[src/rtl/btn_cond_pkg.sv]
// Shared types and constants for the button conditioner.
// Optional auto-repeat is compiled in with BTN_COND_REPEAT_EN.
package btn_cond_pkg;

    localparam int unsigned SYNC_STAGES = 2;

    typedef enum logic [1:0] {
        IDLE         = 2'd0,
        PRESS_WAIT   = 2'd1,
        HELD         = 2'd2,
        RELEASE_WAIT = 2'd3
    } btn_state_t;

    // Width of a counter that must hold values 0..max_val.
    function automatic int unsigned cnt_width(input int unsigned max_val);
        return (max_val < 2) ? 1 : $clog2(max_val + 1);
    endfunction

endpackage

[src/rtl/btn_chan.sv]
// One button channel: two-flop synchroniser, debounce counter FSM, strobe/level outputs.
// BTN_COND_REPEAT_EN adds an auto-repeat strobe while the button stays held.
module btn_chan
    import btn_cond_pkg::*;
#(
    parameter int unsigned DEBOUNCE_CYCLES = 16,
    parameter int unsigned REPEAT_CYCLES   = 1024
) (
    input  logic clk,
    input  logic rst,
    input  logic raw,
    output logic strobe,
    output logic held
);

    localparam int unsigned        CNT_W    = cnt_width(DEBOUNCE_CYCLES);
    localparam logic [CNT_W-1:0]   CNT_LAST = CNT_W'(DEBOUNCE_CYCLES - 1);
    localparam logic [CNT_W-1:0]   CNT_ONE  = CNT_W'(1);

`ifdef BTN_COND_REPEAT_EN
    localparam int unsigned        REP_W    = $clog2(REPEAT_CYCLES);
    localparam logic [REP_W-1:0]   REP_LAST = REP_W'(REPEAT_CYCLES - 1);
    localparam logic [REP_W-1:0]   REP_ONE  = REP_W'(1);
    logic [REP_W-1:0] rep_q;
`endif

    logic [SYNC_STAGES-1:0] sync_q;
    logic                   s;
    btn_state_t             state_q;
    logic [CNT_W-1:0]       cnt_q;

    always_ff @(posedge clk or negedge rst) begin
        if (!rst) begin
            sync_q <= '0;
        end else begin
            sync_q <= {sync_q[SYNC_STAGES-2:0], raw};
        end
    end

    assign s = sync_q[SYNC_STAGES-1];

    always_ff @(posedge clk or negedge rst) begin
        if (!rst) begin
            state_q <= IDLE;
            cnt_q   <= '0;
            strobe  <= 1'b0;
            held    <= 1'b0;
`ifdef BTN_COND_REPEAT_EN
            rep_q   <= '0;
`endif
        end else begin
            strobe <= 1'b0;
            unique case (state_q)
                IDLE: begin
                    if (s) begin
                        state_q <= PRESS_WAIT;
                        cnt_q   <= CNT_ONE;
                    end else begin
                        cnt_q   <= '0;
                    end
                end
                PRESS_WAIT: begin
                    if (!s) begin
                        state_q <= IDLE;
                        cnt_q   <= '0;
                    end else if (cnt_q == CNT_LAST) begin
                        state_q <= HELD;
                        cnt_q   <= '0;
                        strobe  <= 1'b1;
                        held    <= 1'b1;
`ifdef BTN_COND_REPEAT_EN
                        rep_q   <= '0;
`endif
                    end else begin
                        cnt_q   <= cnt_q + CNT_ONE;
                    end
                end
                HELD: begin
                    if (!s) begin
                        state_q <= RELEASE_WAIT;
                        cnt_q   <= CNT_ONE;
                    end
`ifdef BTN_COND_REPEAT_EN
                    else if (rep_q == REP_LAST) begin
                        strobe  <= 1'b1;
                        rep_q   <= '0;
                    end else begin
                        rep_q   <= rep_q + REP_ONE;
                    end
`endif
                end
                RELEASE_WAIT: begin
                    // Repeat counter is frozen here so a release bounce resumes its period.
                    if (s) begin
                        state_q <= HELD;
                        cnt_q   <= '0;
                    end else if (cnt_q == CNT_LAST) begin
                        state_q <= IDLE;
                        cnt_q   <= '0;
                        held    <= 1'b0;
`ifdef BTN_COND_REPEAT_EN
                        rep_q   <= '0;
`endif
                    end else begin
                        cnt_q   <= cnt_q + CNT_ONE;
                    end
                end
                default: begin
                    state_q <= IDLE;
                    cnt_q   <= '0;
                    held    <= 1'b0;
                end
            endcase
        end
    end

endmodule

[src/rtl/btn_cond.sv]
// Two-channel button conditioner feeding the a/b sequence detector.
// BTN_COND_REPEAT_EN enables auto-repeat strobes every REPEAT_CYCLES while held.
module btn_cond
    import btn_cond_pkg::*;
#(
    parameter int unsigned DEBOUNCE_CYCLES = 16,
    parameter int unsigned REPEAT_CYCLES   = 1024
) (
    input  logic clk,
    input  logic rst,
    input  logic raw_a,
    input  logic raw_b,
    output logic a,
    output logic b,
    output logic a_held,
    output logic b_held
);

    btn_chan #(
        .DEBOUNCE_CYCLES (DEBOUNCE_CYCLES),
        .REPEAT_CYCLES   (REPEAT_CYCLES)
    ) u_chan_a (
        .clk    (clk),
        .rst    (rst),
        .raw    (raw_a),
        .strobe (a),
        .held   (a_held)
    );

    btn_chan #(
        .DEBOUNCE_CYCLES (DEBOUNCE_CYCLES),
        .REPEAT_CYCLES   (REPEAT_CYCLES)
    ) u_chan_b (
        .clk    (clk),
        .rst    (rst),
        .raw    (raw_b),
        .strobe (b),
        .held   (b_held)
    );

endmodule

[config.mk]
export PLATFORM = sky130hd
export DESIGN_NAME = btn_cond
export DESIGN_NICKNAME = d
export VERILOG_FILES = /design/src/rtl/btn_cond_pkg.sv /design/src/rtl/btn_chan.sv /design/src/rtl/btn_cond.sv
export SDC_FILE = /design/constraint.sdc
export NUM_CORES = 1
export LEC_CHECK = 0
export ABC_AREA = 1
export CAP_MARGIN = 20
export CELL_PAD_IN_SITES_DETAIL_PLACEMENT = 1
export CELL_PAD_IN_SITES_GLOBAL_PLACEMENT = 2
export CORE_MARGIN = 2
export CORE_UTILIZATION = 38
export CTS_BUF_LIST = sky130_fd_sc_hd__clkbuf_8
export CTS_CLUSTER_DIAMETER = 60
export CTS_CLUSTER_SIZE = 16
export DETAILED_ROUTE_END_ITERATION = 7
export PLACE_DENSITY = 0.84
export REMOVE_ABC_BUFFERS = 1
export SETUP_SLACK_MARGIN = 0.15
export SYNTH_ARGS = -nofsm -noshare
export SYNTH_HDL_FRONTEND = slang
export SYNTH_SLANG_ARGS = --single-unit
[constraint.sdc]
create_clock -name clk -period 1.8 [get_ports clk]
set_input_delay 0.54 -clock clk [delete_from_list [all_inputs] [get_ports clk]]
set_output_delay 0.54 -clock clk [all_outputs]
set_load 0.02 [all_outputs]
Yosys cells after proc, flatten, opt, wreduce, memory -nomap -nowiden. Index checks and enable logic that the tools add are counted.

Register bits: 22. Logic and storage cells: 86. Input port bits: 4.

Reduce and logical (&&, ||, !) cells: 8. Add/subtract/negate cells: 2. Multiplexer cells: 42. Eq/ne operators: 24.

Operators by type and width (number): two-way mux 5 bit (8); one-hot mux 5 bit (4 select lines) (2); two-way mux 2 bit (12); two-way mux 1 bit (16); inequality test 2 x 1 -> 1 bit (second input constant) (8); one-hot mux 2 bit (4 select lines) (2); adder 5 x 1 -> 5 bit (second input constant) (2); equality test 5 x 4 -> 1 bit (second input constant) (2); AND reduction 5 bit (2); equality test 2 bit (second input constant) (4); inequality test 2 bit (second input constant) (4); AND reduction 4 bit (2); inequality test 3 x 1 -> 1 bit (second input constant) (2); inequality test 3 bit (second input constant) (2); equality test 2 x 1 -> 1 bit (second input constant) (2); zero test 2 bit (2); one-hot mux 1 bit (2 select lines) (2); nonzero test 2 bit (2).

Logic depth before layout (Yosys ltp).
Word-level depth: 4. Depth in mapped cells: 6. Gate-level depth less buffers: 6.

By module. Synthesis repeated with hierarchy kept, for this count alone.

Cell total of the unflattened synthesis: 130. Area, all modules: 1046.0 µm².

Modules (own cells, without submodules): btn_chan (area each 523.0 µm², instances 2, cells each 65, seq. area each 275.3 µm²).

Least setup slack after synthesis. Ideal clock, no wire load.

Path kind: reg-to-reg. Start: register u_chan_a.cnt_q[0]. End: register u_chan_a.cnt_q[2]. Data arrival time: 943 ps. Period minus slack after synthesis: 1068 ps. Slack: 732 ps. Setup time: 125 ps. Data required time: 1675 ps. Buffers on the path: 0. Stages on the path, launching flop included: 5. Path through: dfrtp_1 > ha_1 > or2_1 > nand4_1 > nand3_1.

Cells in the longest elaborated chain, start to end: 4. Elaborated cells between the ends (all ways): 6. Those cells by class: add/sub (1); eq/ne (1); mux (4).

Ends and longest elaborated chain: from (decl) (line btn_chan.sv:30) `logic [CNT_W-1:0] cnt_q;`; from (signal assigned) (line btn_chan.sv:75) `cnt_q <= cnt_q + CNT_ONE;`; from (signal assigned) (line btn_chan.sv:105) `cnt_q <= cnt_q + CNT_ONE;`; adder 5 x 1 -> 5 bit or equality test 5 x 4 -> 1 bit (tied branches); two-way mux 5 bit (*) (line btn_chan.sv:66, btn_chan.sv:97); two-way mux 5 bit, on equally long branches (line btn_chan.sv:94, btn_chan.sv:63); one-hot mux 5 bit (4 select lines) (*) (line btn_chan.sv:53) `unique case (state_q)`.

Mark *: on every way between the ends. The rest lies on a longest branch, timed or not. A chain may end at the register's enable or synchronous reset.

Final worst setup path.
Start: register u_chan_a.held. End: output port a_held.

RTL lines: from (decl) (line btn_chan.sv:13) `output logic held`; from (signal assigned) (line btn_chan.sv:47) `held <= 1'b0;`; from (signal assigned) (line btn_chan.sv:70) `held <= 1'b1;`; from (signal assigned) (line btn_chan.sv:100) `held <= 1'b0;`; to (decl) (line btn_cond.sv:15) `output logic a_held,`.

No word-level cell between the ends.

==> impl_metrics.toml <==
[status]
outcome = "finished clean"

[cells_and_area]
fin_nets = 144
final_cell_mix = "nand2_1, dfrtp_1, nand3_1"
insertedDiodeCount = 0
regArea_um2 = 551
drive_gt1_share_pct = 12.4
fill_cells = 316
stdcell_area_mm2 = 0.00120
final_common_cell = "nand2_1"
multi_input_area_um2 = 417
areaGrowthSynthToFinish_pct = 15.4

[critical_path]
crit_path_start_kind = "flop"
end_kind = "output pin"
worstSetupPathType = "reg2out"
cpLargestDelayFamily = "flip-flops"
cp.required_ns = 1.26
path_buf_inv = 1
crit_chain = "dlygate4sd2_1"
cp_slowest_cell = "dfrtp_1"
critPathMaxStageDelay_ns = 0.38
critPathMaxFanout = 2
crit_arrival_ns = 0.97

[synth]
synth_compound_area_share_pct = 4.09
ys_seq_area_share_pct = 52.9
synth_area_leader_cell = "dfrtp_1"
synth_top_area_share_pct = 52.9
synthTopCellsByArea = "dfrtp_1, nand2_1, nand3_1, inv_1, nor2_1"
syn_inst = 126
synth_fa_ha_area_share_pct = 2.41
syn-cell-area_mm2 = 0.00104
synth_cell_types = 19
syn_avg_cell_area_um2 = 8.25
synth_simple_gate_area_share_pct = 33.6
synthMuxAreaShare_pct = 0
synthXorXnorAreaFrac_pct = 0
ys_warn_count = 0
synth_top_family_by_area = "simple AND/OR/NAND/NOR gates"
ys_ff_latch = 22

[clock_network]
cts_buffers = 3
holdBufCountCts = 0
path_clk_slew_ns = 0.08
cts_tree = "done"
cts-root-buf = "clkbuf_8"
cts_buffer_depth = 2
clk_latency_ns = 0.27
cts_htree_levels = 1
cts_sinks = 22

[drt]
route.detailed.drc = 0
wl_met3_um = 79
wl_met2_um = 940
drtIter0Drc = 29
vias = 837
met1Wirelength_um = 1190
top_layer_used = "met4"
wl_per_cell_um = 13.4
ant_nets = 0
dr.pass1.iters = 4
vias_per_cell = 5.01
wl_um = 2240

[timing]
rsz0062_at_grt = "false"
clock.fmax_mhz = 662
post-route-min-period_ns = 1.51
slew_headroom_pct = 76.4
setup_viol_count_final = 0
timing.setup.tns_ns = 0
fin_worst_skew_ns = 0.00132
setup_slack_ns = 0.290
final-max-slew-violation-count = 0
whs_ns = 0.360
fin_crit_sh_pct = 83.9
tightest_slew_ns = 0.354
hold_viol = 0

[place]
io_buffers = 7
dp_worst_setup_slack_ns = 0.325
dp_hpwl_um = 1640
gp_congestion = 0.754
dpl_cell_area_mm2 = 0.00115

[flow_run]
maxCapViolCount = 0

[die]
die_x_um = 56.3
initial_utilization_pct = 40.9
row_count = 18
die_y_um = 56.3
core_area_mm2 = 0.00254
dieArea_mm2 = 0.00317
ioPinCount = 8

[global_route]
grt_pass1_wl_um = 4130
grt_max_degree = 23
grt_pass1_vias = 906
antenna_found_initial = 0
grt_overflow = 0
grtUsageTotal_pct = 16.8

[min_path]
hold_class = "reg2reg"

[pwr]
power_uw = 937
p_leak_nw = 0.632
peakVddDrop_uv = 457
powerDensity_mw_per_mm2 = 781
==> timing repair <==
action                                  in CTS  in global routing
endpoints found under the setup margin       4                  0
buffers inserted                             0                  0
gates resized for setup                      4                  0
==> routing by layer <==
metal | track usage [%] | vias to the layer above
met4 | 6.12 | 0
li1 | - | 422
met3 | 3.92 | 5
met5 | 0 | -
met2 | 25.7 | 11
met1 | 23.3 | 399
==> through the flow <==
| stage | cells | utilization, % |
|---|---|---|
| global placement | 163 | 45.2 |
| global route | 167 | 47.1 |
| CTS | 167 | 47.1 |
| floorplan | 125 | - |
| detailed placement | 163 | 45.2 |
| finish | 167 | 47.1 |
==> flip-flops by register name, indices dropped and copies added (netlist names), named ones only <==
signal            flops
u_chan_a.cnt_q        5
u_chan_b.cnt_q        5
u_chan_a.sync_q       2
u_chan_b.sync_q       2
u_chan_a.held         1
u_chan_a.state_q      1
u_chan_a.strobe       1
u_chan_b.held         1
u_chan_b.state_q      1
u_chan_b.strobe       1
==> final timing paths <==
| check | slack, ns | to | startpoint | cells after the start |
|---|---|---|---|---|
| max | 0.29 | a_held | u_chan_a.held | 1 |
| min | 0.36 | u_chan_b.sync_q[1] | u_chan_b.sync_q[0] | 0 |
| max reg2reg | 0.53 | u_chan_b.held | u_chan_b.cnt_q[0] | 6 |
| min reg2reg | 0.36 | u_chan_b.sync_q[1] | u_chan_b.sync_q[0] | 0 |
| max in group asynchronous | 0.96 | u_chan_a.cnt_q[0] | rst | 2 |
| min in group asynchronous | 0.62 | u_chan_b.cnt_q[2] | rst | 2 |
==> cell usage after synthesis <==
cell type  instances
nand2_1           33
dfrtp_1           22
nand3_1           14
inv_1             13
nor2_1            13
nand4_1            6
inv_2              5
a21oi_1            3
ha_1               2
nand2_2            2
nor2_2             2
nor2_4             2
o21ai_0            2
o21ai_1            2
buf_2              1
nand3_2            1
nor3_1             1
o21bai_1           1
or2_1              1
==> cell families (layout without fill, tap and decap cells) <==
group | count (synthesis) | count (layout)
compound gates | 8 | 8
flops | 22 | 22
fa+ha+maj | 2 | 2
simple gates | 75 | 75
buf+inv | 19 | 30
==> where the power goes <==
group	switching, mW	internal, mW
clock network	0.166	0.195
registers	0.0162	0.506
logic	0.0328	0.0206
total	0.215	0.722
==> area by class of cell <==
type | instances | share of cell area (%)
multi-input cells | 85 | 34.7
well taps | 30 | 3.13
flip-flops and latches | 22 | 45.9
clock buffers | 4 | 4.59
repair buffers | 8 | 6.05
inverters | 18 | 5.63
No activity file was read; power rests on OpenSTA's default activity.
